==> config.mk <==
export PLATFORM = sky130hd
export DESIGN_NAME = inst_fetch_cache
export DESIGN_NICKNAME = d
export VERILOG_FILES = /design/src/rtl/inst_fetch_cache.sv
export SDC_FILE = /design/constraint.sdc
export NUM_CORES = 1
export LEC_CHECK = 0
export CAP_MARGIN = 10
export CORE_ASPECT_RATIO = 0.9
export CORE_UTILIZATION = 40
export CTS_CLUSTER_SIZE = 20
export DETAILED_ROUTE_END_ITERATION = 8
export PLACE_DENSITY = 0.57
export SYNTH_ARGS = -nofsm -noshare
export SYNTH_HDL_FRONTEND = slang
export SYNTH_SLANG_ARGS = --single-unit
==> constraint.sdc <==
create_clock -name clk -period 6.62 [get_ports clk]
set_input_delay 1.324 -clock clk [delete_from_list [all_inputs] [get_ports clk]]
set_output_delay 1.324 -clock clk [all_outputs]
set_load 0.005 [all_outputs]
==> src/rtl/inst_fetch_cache.sv <==
`default_nettype none
// ============================================================================
// Module   : inst_fetch_cache
// Purpose  : Direct-mapped, read-only instruction cache that sits between the
//            core fetch port and a multi-cycle instruction memory. Hits return
//            in the same cycle. A miss stalls the core while the whole line is
//            refilled one beat at a time over a valid-strobe handshake.
// Ports    : clk         - clock, rising edge
//            rst_b       - synchronous reset, active-high
//            inst_addr   - fetch byte address (bits [1:0] ignored)
//            inst        - instruction word, 0 while stalled
//            stall       - 1 = instruction not available this cycle
//            flush       - invalidate every line
//            fill_req    - refill in progress, held for the whole refill
//            fill_addr   - line-aligned byte address being refilled
//            fill_data   - refill beat data
//            fill_valid  - refill beat strobe, one word per strobe
// Revision : 1.0 - initial release
// ============================================================================
module inst_fetch_cache #(
    parameter int LINES = 8,
    parameter int WORDS = 4
) (
    input  logic        clk,
    input  logic        rst_b,
    input  logic [31:0] inst_addr,
    output logic [31:0] inst,
    output logic        stall,
    input  logic        flush,
    output logic        fill_req,
    output logic [31:0] fill_addr,
    input  logic [31:0] fill_data,
    input  logic        fill_valid
);

    localparam int c_W     = $clog2(WORDS);
    localparam int c_L     = $clog2(LINES);
    localparam int c_OFF   = 2 + c_W;           // byte offset width of a line
    localparam int c_TAG_W = 32 - c_OFF - c_L;

    localparam logic [c_W-1:0] c_LAST    = c_W'(WORDS - 1);
    localparam logic [c_W-1:0] c_CNT_ONE = c_W'(1);

    localparam logic [0:0] c_IDLE   = 1'b0;
    localparam logic [0:0] c_REFILL = 1'b1;

    // Storage
    logic [31:0]        r_data [LINES][WORDS];
    logic [c_TAG_W-1:0] r_tag  [LINES];
    logic [LINES-1:0]   r_valid;

    logic [0:0]         r_state;
    logic [c_W-1:0]     r_cnt;
    logic [31:0]        r_fill_addr;
    logic               r_discard;     // a flush landed during this refill

    // Lookup address split
    logic [c_W-1:0]     w_word;
    logic [c_L-1:0]     w_index;
    logic [c_TAG_W-1:0] w_tag;
    logic               w_hit;

    // Refill target, taken from the latched line address
    logic [c_L-1:0]     w_fill_index;
    logic [c_TAG_W-1:0] w_fill_tag;
    logic               w_beat;

    logic               w_unused_addr_bits;

    assign w_word  = inst_addr[c_OFF-1:2];
    assign w_index = inst_addr[c_OFF+c_L-1:c_OFF];
    assign w_tag   = inst_addr[31:c_OFF+c_L];

    assign w_fill_index = r_fill_addr[c_OFF+c_L-1:c_OFF];
    assign w_fill_tag   = r_fill_addr[31:c_OFF+c_L];

    // Byte lane bits of the fetch address carry no information.
    assign w_unused_addr_bits = &{1'b0, inst_addr[1:0]};

    // Hits are suppressed while refilling so a partially written line, or a
    // lookup racing the refill, can never return stale data.
    assign w_hit = r_valid[w_index] && (r_tag[w_index] == w_tag) &&
                   (r_state == c_IDLE) && !flush;

    assign stall     = !w_hit;
    assign inst      = w_hit ? r_data[w_index][w_word] : 32'h0;
    assign fill_req  = (r_state == c_REFILL);
    assign fill_addr = r_fill_addr;

    // A beat is only accepted while refilling and not in reset.
    assign w_beat = !rst_b && (r_state == c_REFILL) && fill_valid;

    // Data and tag arrays need no reset; the valid bits guard them.
    always_ff @(posedge clk) begin
        if (w_beat) begin
            r_data[w_fill_index][r_cnt] <= fill_data;
            if (r_cnt == c_LAST) begin
                r_tag[w_fill_index] <= w_fill_tag;
            end
        end
    end

    always_ff @(posedge clk) begin
        if (rst_b) begin
            r_valid     <= '0;
            r_state     <= c_IDLE;
            r_cnt       <= '0;
            r_fill_addr <= '0;
            r_discard   <= 1'b0;
        end else begin
            case (r_state)
                c_IDLE: begin
                    if (flush) begin
                        r_valid <= '0;
                    end else if (!w_hit) begin
                        r_fill_addr      <= {inst_addr[31:c_OFF], {c_OFF{1'b0}}};
                        r_cnt            <= '0;
                        r_discard        <= 1'b0;
                        // Evict now so a partial line is never seen as valid.
                        r_valid[w_index] <= 1'b0;
                        r_state          <= c_REFILL;
                    end
                end
                c_REFILL: begin
                    if (flush) begin
                        r_valid   <= '0;
                        r_discard <= 1'b1;
                    end
                    if (fill_valid) begin
                        r_cnt <= r_cnt + c_CNT_ONE;
                        if (r_cnt == c_LAST) begin
                            // A flush at any point of the refill, including
                            // this last beat, leaves the line invalid.
                            if (!(flush || r_discard)) begin
                                r_valid[w_fill_index] <= 1'b1;
                            end
                            r_discard <= 1'b0;
                            r_state   <= c_IDLE;
                        end
                    end
                end
                default: begin
                    r_state <= c_IDLE;
                end
            endcase
        end
    end

endmodule
`default_nettype wire

=== Word-level counts from Yosys, hierarchy flattened ===
Memory sizes are Yosys's and may differ from the RTL's.
Cells that the tools add are included.

* Memories kept: 2
* Flip-flop bits (word level): 40
* Bits of input ports: 68
* Logic and storage cells: 85
* Bits in writable memories: 1224
* Output and inout bits: 66

{| class="wikitable"
|+ Memory list
! name !! words !! bits a word !! rd ports !! clocked after Yosys merged registers in !! write ports !! line !! RTL
|-
| r_data || 8 || 128 || 1 || 0 || 1 || 48 || <nowiki>logic [31:0] r_data [LINES][WORDS];</nowiki>
|-
| r_tag || 8 || 25 || 1 || 0 || 1 || 49 || <nowiki>logic [c_TAG_W-1:0] r_tag [LINES];</nowiki>
|}

* Bitwise logic cells: 8
* Add/subtract/negate cells: 1
* Equal/unequal tests: 6
* Reductions and logical operators: 15
* Muxes and demuxes: 41
* $lt $le $gt $ge: 7

{| class="wikitable"
|+ Operator list
! cell !! number
|-
| two-way mux 128 bit || 1
|-
| two-way mux 32 bit || 4
|-
| binary-select mux 32 bit (select 2 bit) || 1
|-
| demux 32 bit (select 2 bit) || 1
|-
| two-way mux 8 bit || 8
|-
| == test 25 bit || 1
|-
| two-way mux 1 bit || 16
|-
| case mux 8 bit (2 select lines) || 1
|-
| AND 8 bit || 1
|-
| logical AND 1 bit || 8
|-
| less-than comparator 3 x 4 -> 1 bit, second input constant || 2
|-
| NOT 8 bit || 1
|-
| bitwise OR 8 bit || 1
|-
| demux 1 bit (select 3 bit) || 2
|-
| >= comparator 3 x 1 -> 1 bit, second input constant || 2
|-
| >= comparator 3 bit, second input constant || 2
|-
| two-way mux 2 bit || 3
|-
| inequality test 2 bit, second input constant || 3
|-
| NOT 2 -> 3 bit || 2
|-
| AND reduction 3 bit || 2
|-
| case mux 1 bit (2 select lines) || 2
|-
| case mux 2 bit (2 select lines) || 1
|-
| binary-select mux 1 bit (select 3 bit) || 1
|-
| logical NOT 1 bit || 3
|-
| other kinds (7) || 9
|}

=== Depth between registers and ports, before layout ===
* Depth in word-level cells: 9
* Gate-level depth with buffers: 14
* Gate-level depth less buffers: 8

=== Least setup slack after synthesis ===
OpenSTA, ideal clock, no wires.

* Path type: input port to output port
* From: input port inst_addr[5]
* To: output port inst[31]
* Cell stages on the path: 11
* Data required time: 5296 ps
* Arrival: 4190 ps
* Path slack: 1106 ps
* Path buffers: 3
* Path through: buf_6 -> buf_6 -> mux4_2 -> mux2i_1 -> xor2_1 -> nand3_1 -> or4_1 -> or4b_4 -> nor4_4 -> buf_6 -> o311a_1

* Cells in the longest elaborated chain, start to end: 6
* Elaborated cells between the ends (all ways): 12
* Classes of those cells: 1 x eq/ne; 6 x mux; 3 x reduce/logical; 2 x memory

{| class="wikitable"
|+ RTL lines
! what !! line !! RTL
|-
| start, declared || 26 || <nowiki>input logic [31:0] inst_addr,</nowiki>
|-
| memory read (8 x 25 bit) or binary-select mux 1 bit (select 3 bit) (tied branches) || - ||
|-
| == test 25 bit or two-way mux 1 bit (tied branches) || 82 || <nowiki>assign w_hit = r_valid[w_index] && (r_tag[w_index] == w_tag) &&</nowiki>
|-
| logical AND 1 bit (2 in a row) || 82 ||
|-
| logical AND 1 bit || 83 || <nowiki>(r_state == c_IDLE) && !flush;</nowiki>
|-
| two-way mux 32 bit (*) || 86 || <nowiki>assign inst = w_hit ? r_data[w_index][w_word] : 32'h0;</nowiki>
|-
| end, declared || 27 || <nowiki>output logic [31:0] inst,</nowiki>
|}

Mark *: on every way between the ends. The rest lies on a longest branch, timed or not. The select of a mux whose other input is x is not followed.

=== Worst setup path after layout ===
* From: input port inst_addr[5]
* To: output port inst[24]

Same word-level chain as after synthesis.

==> run summary <==
status: complete, no violations
Tmin final: 6.45 ns
crit share post-route: 97.5%
WP buf/inv: 4
die outline height: 333 um
Worst EP required: 5.30 ns
gr usage total: 23.4%
area growth from synthesis to layout: 16.9%
Synth Area in Adders: 0.103%
final-report setup violation count: 0
Post-Place Worst Slack: -0.0126 ns
most frequent cell on the critical path: buf_12
top cells by area, synth: edfxtp_1 (75%), o22ai_1 (3.0%), mux2_2 (2.7%)
Cells after Synth: 2876
total die area: 0.123 mm^2
peak per-stage delay on the critical path: 0.57 ns
diodes inserted: 0
vias per cell: 6.00
Core Box Area: 0.121 mm^2
Seq/Total Area, Yosys: 77.0%
RSZ-0062 raised after global routing: no
Post-synth ARST share: 0%
XOR/XNOR Fraction of Synth Area: 0.269%
hold_buf cts: 0
worst hold-check path type: register to register
final slew viol count: 0
antenna-violating nets left: 0
IO Pins: 134
worst hold start: r_valid[7]$_SDFFE_PP0P_
slowest CP cell: or4b_4
PD cells: 300 mW/mm^2
CTS Buffer Depth: 3
Starting Density: 40.3%
critical path, cell by cell: buf_8 > mux4_2 > mux2i_1 > xor2_1 > nand2b_1 > or4_4 > or4b_4 > nor4_4 > buf_12 > buf_12 > o311a_1 > clkdlybuf4s50_1
# DRC: 0
peak supply drop: 0.000231 V
Post-synth EDFFs: 1224
RePlAce Congestion: 0.807
Critical Path Source: inst_addr[5]
share of the synthesized area in the top cell type: 75.4%
YS warnings: 0
post-synth top area cell: edfxtp_1
RR Startpoint: fill_req$_SDFF_PP0_
DP Wirelength: 77.7 mm
gr ovfl total: 0
Post-Syn Area: 0.0488 mm^2
initial detailed-routing violation count: 3448
clock latency on the worst-skew pair: 0.76 ns
FP Rows: 121
Least-Margin Pin Slew: 1.27 ns
nets: 3149
Netlist cell types: 78
simple logic cell fraction of the synthesized area: 4.18%
CTS tree: built
Peak Freq: 0.155 GHz
DRT Wirelength: 146 mm
layout cells sized above 1: 16.7%
leakage power: 0.0180 uW
clock slew at reported path FFs: 0.05 ns
via count: 28695
CP arrival: 5.13 ns
flop2flop setup slack: 2.89 ns
crit path max fanout: 12
maxcap violations: 0
Synth Area per Inst: 17.0 um^2
Worst Path Class, Setup: input pin to output port
Root Driver: clkbuf_16
H-tree Lvls: 4
WHS: 0.498 ns
Top Family by Delay on Critical Path: simple AND/OR/NAND/NOR gates
largest net degree at the start of global routing: 114
Port Buffer Count: 127
Synth Area in Compound Gates: 9.23%
initial antenna violation count: 5
total CTS buffers: 135
first-pass iteration count of the detailed router: 6
Post-DP Area: 0.0526 mm^2
slew margin rel.: 15.5%
critical path launch point type: input pin
Final Hold Vio Count: 0
post-DR wirelength/cell: 30.5 um
final instance area: 0.0570 mm^2
Clock Skew: 0.0290 ns
number of global-route vias before repair: 28366
Die X: 370 um
Main synth FF type: edfxtp_1
clk sinks: 1264
FF+latch count, synth: 1264
post-synthesis mux area share: 7.35%
first-pass GRT wire length: 205 mm
Setup WS post-layout: 0.167 ns
critical path capture point type: output port
largest family of logic cells by synthesized area: compound AO/OA/AOI/OAI gates
final cells by class:
class / instances / area [um^2]
sequential: 1264 / 37600
fill: 10040 / 63900
multi-input combinational: 1402 / 10600
timing repair buffer: 255 / 2460
clock inverter: 59 / 668
inverter: 19 / 72.6
clock buffer: 182 / 3640
tap: 1599 / 2000
worst register-to-register path: stages, from the launching register on:
cell and delay (ns):
dfxtp_1 0.53, clkinv_1 0.35, nor2_1 0.22, nand3_1 0.66, nor2_4 1.13, buf_4 0.47
stage by stage:
step | total power (uW) | TNS [ns] | instances | util [%]
floorplan | 9420 | 0 | 2879 | -
global placement | 9860 | -0.0193 | 4533 | 43.5
detailed placement | 9870 | -0.0126 | 4533 | 43.5
CTS | 17200 | 0 | 4774 | 47.1
global route | 17500 | 0 | 4780 | 47.1
finish | 17100 | 0 | 4780 | 47.1
layout by cell type, fill, tap and decap left out, drive strengths merged, types with 10 or more instances in the layout:
cell           count
edfxtp          1224
o22ai            235
clkbuf           183
nor2             181
buf              133
mux2i            125
clkdlybuf4s50    121
mux2             121
a21oi            109
o21ai             86
nand2b            69
o221ai            68
nand2             52
nor3              44
mux4              43
clkinv            43
dfxtp             40
o311a             25
inv               25
o211ai            19
nand3             18
a22oi             15
a211oi            15
nor4              14
a221oi            12
bufinv            10
synth_stat cells, drive strengths merged (7+ instances only):
cell,count
a2111oi,9
a211o,9
a211oi,15
a21oi,109
a221oi,12
a22oi,15
buf,59
clkbuf,135
dfxtp,40
edfxtp,1224
inv,16
mux2,121
mux2i,125
mux4,43
nand2,52
nand2b,69
nand3,18
nor2,181
nor2b,7
nor3,44
nor4,14
o211ai,19
o21a,8
o21ai,86
o221ai,68
o22ai,235
o311a,25
o311ai,8
o41ai,9
xor2,9
sequential cells by signal, indices dropped and copies added, names as in the netlist:
signal and count:
r_data 1024, r_tag 200, fill_addr 28, r_valid 8
r_cnt 2, fill_req 1, r_discard 1
worst paths after layout:
kind                                  end  cells after the start
setup / recovery                 inst[24]                     12
hold / removal    r_valid[7]$_SDFFE_PP0P_                      2
setup reg to reg  r_data[0][77]$_DFFE_PP_                      5
hold reg to reg   r_valid[7]$_SDFFE_PP0P_                      2
metal layers:
metal | GRT usage, % | share of wire, %
met5 | 0 | 0.0089
met4 | 6.71 | 2.4
met3 | 4.15 | 8.6
met2 | 38.0 | 48
met1 | 32.2 | 41
timing repair:
| action | 4_1_cts | 5_1_grt |
|---|---|---|
| pin swaps | 0 | 1 |
| gates resized for setup | 1 | 3 |
| setup endpoints to repair | 1 | 27 |
| buffers inserted | 0 | 3 |
logic make-up (layout without fill, tap and decap cells):
kind of cell / count (synthesis) / count (layout)
flip-flops: 1264 / 1264
AO/OA/AOI/OAI: 667 / 667
AND/OR/NAND/NOR: 423 / 423
multiplexers: 289 / 289
buffers and inverters: 213 / 515
XOR/XNOR: 15 / 15
adder cells (fa/ha/maj): 4 / 4
other: 1 / 4
power breakdown:
group / internal (uW) / switching [uW]
sequential: 8800 / 37.1
clock: 4280 / 3090
combinational: 300 / 582
No activity file was read; power rests on OpenSTA's default activity.
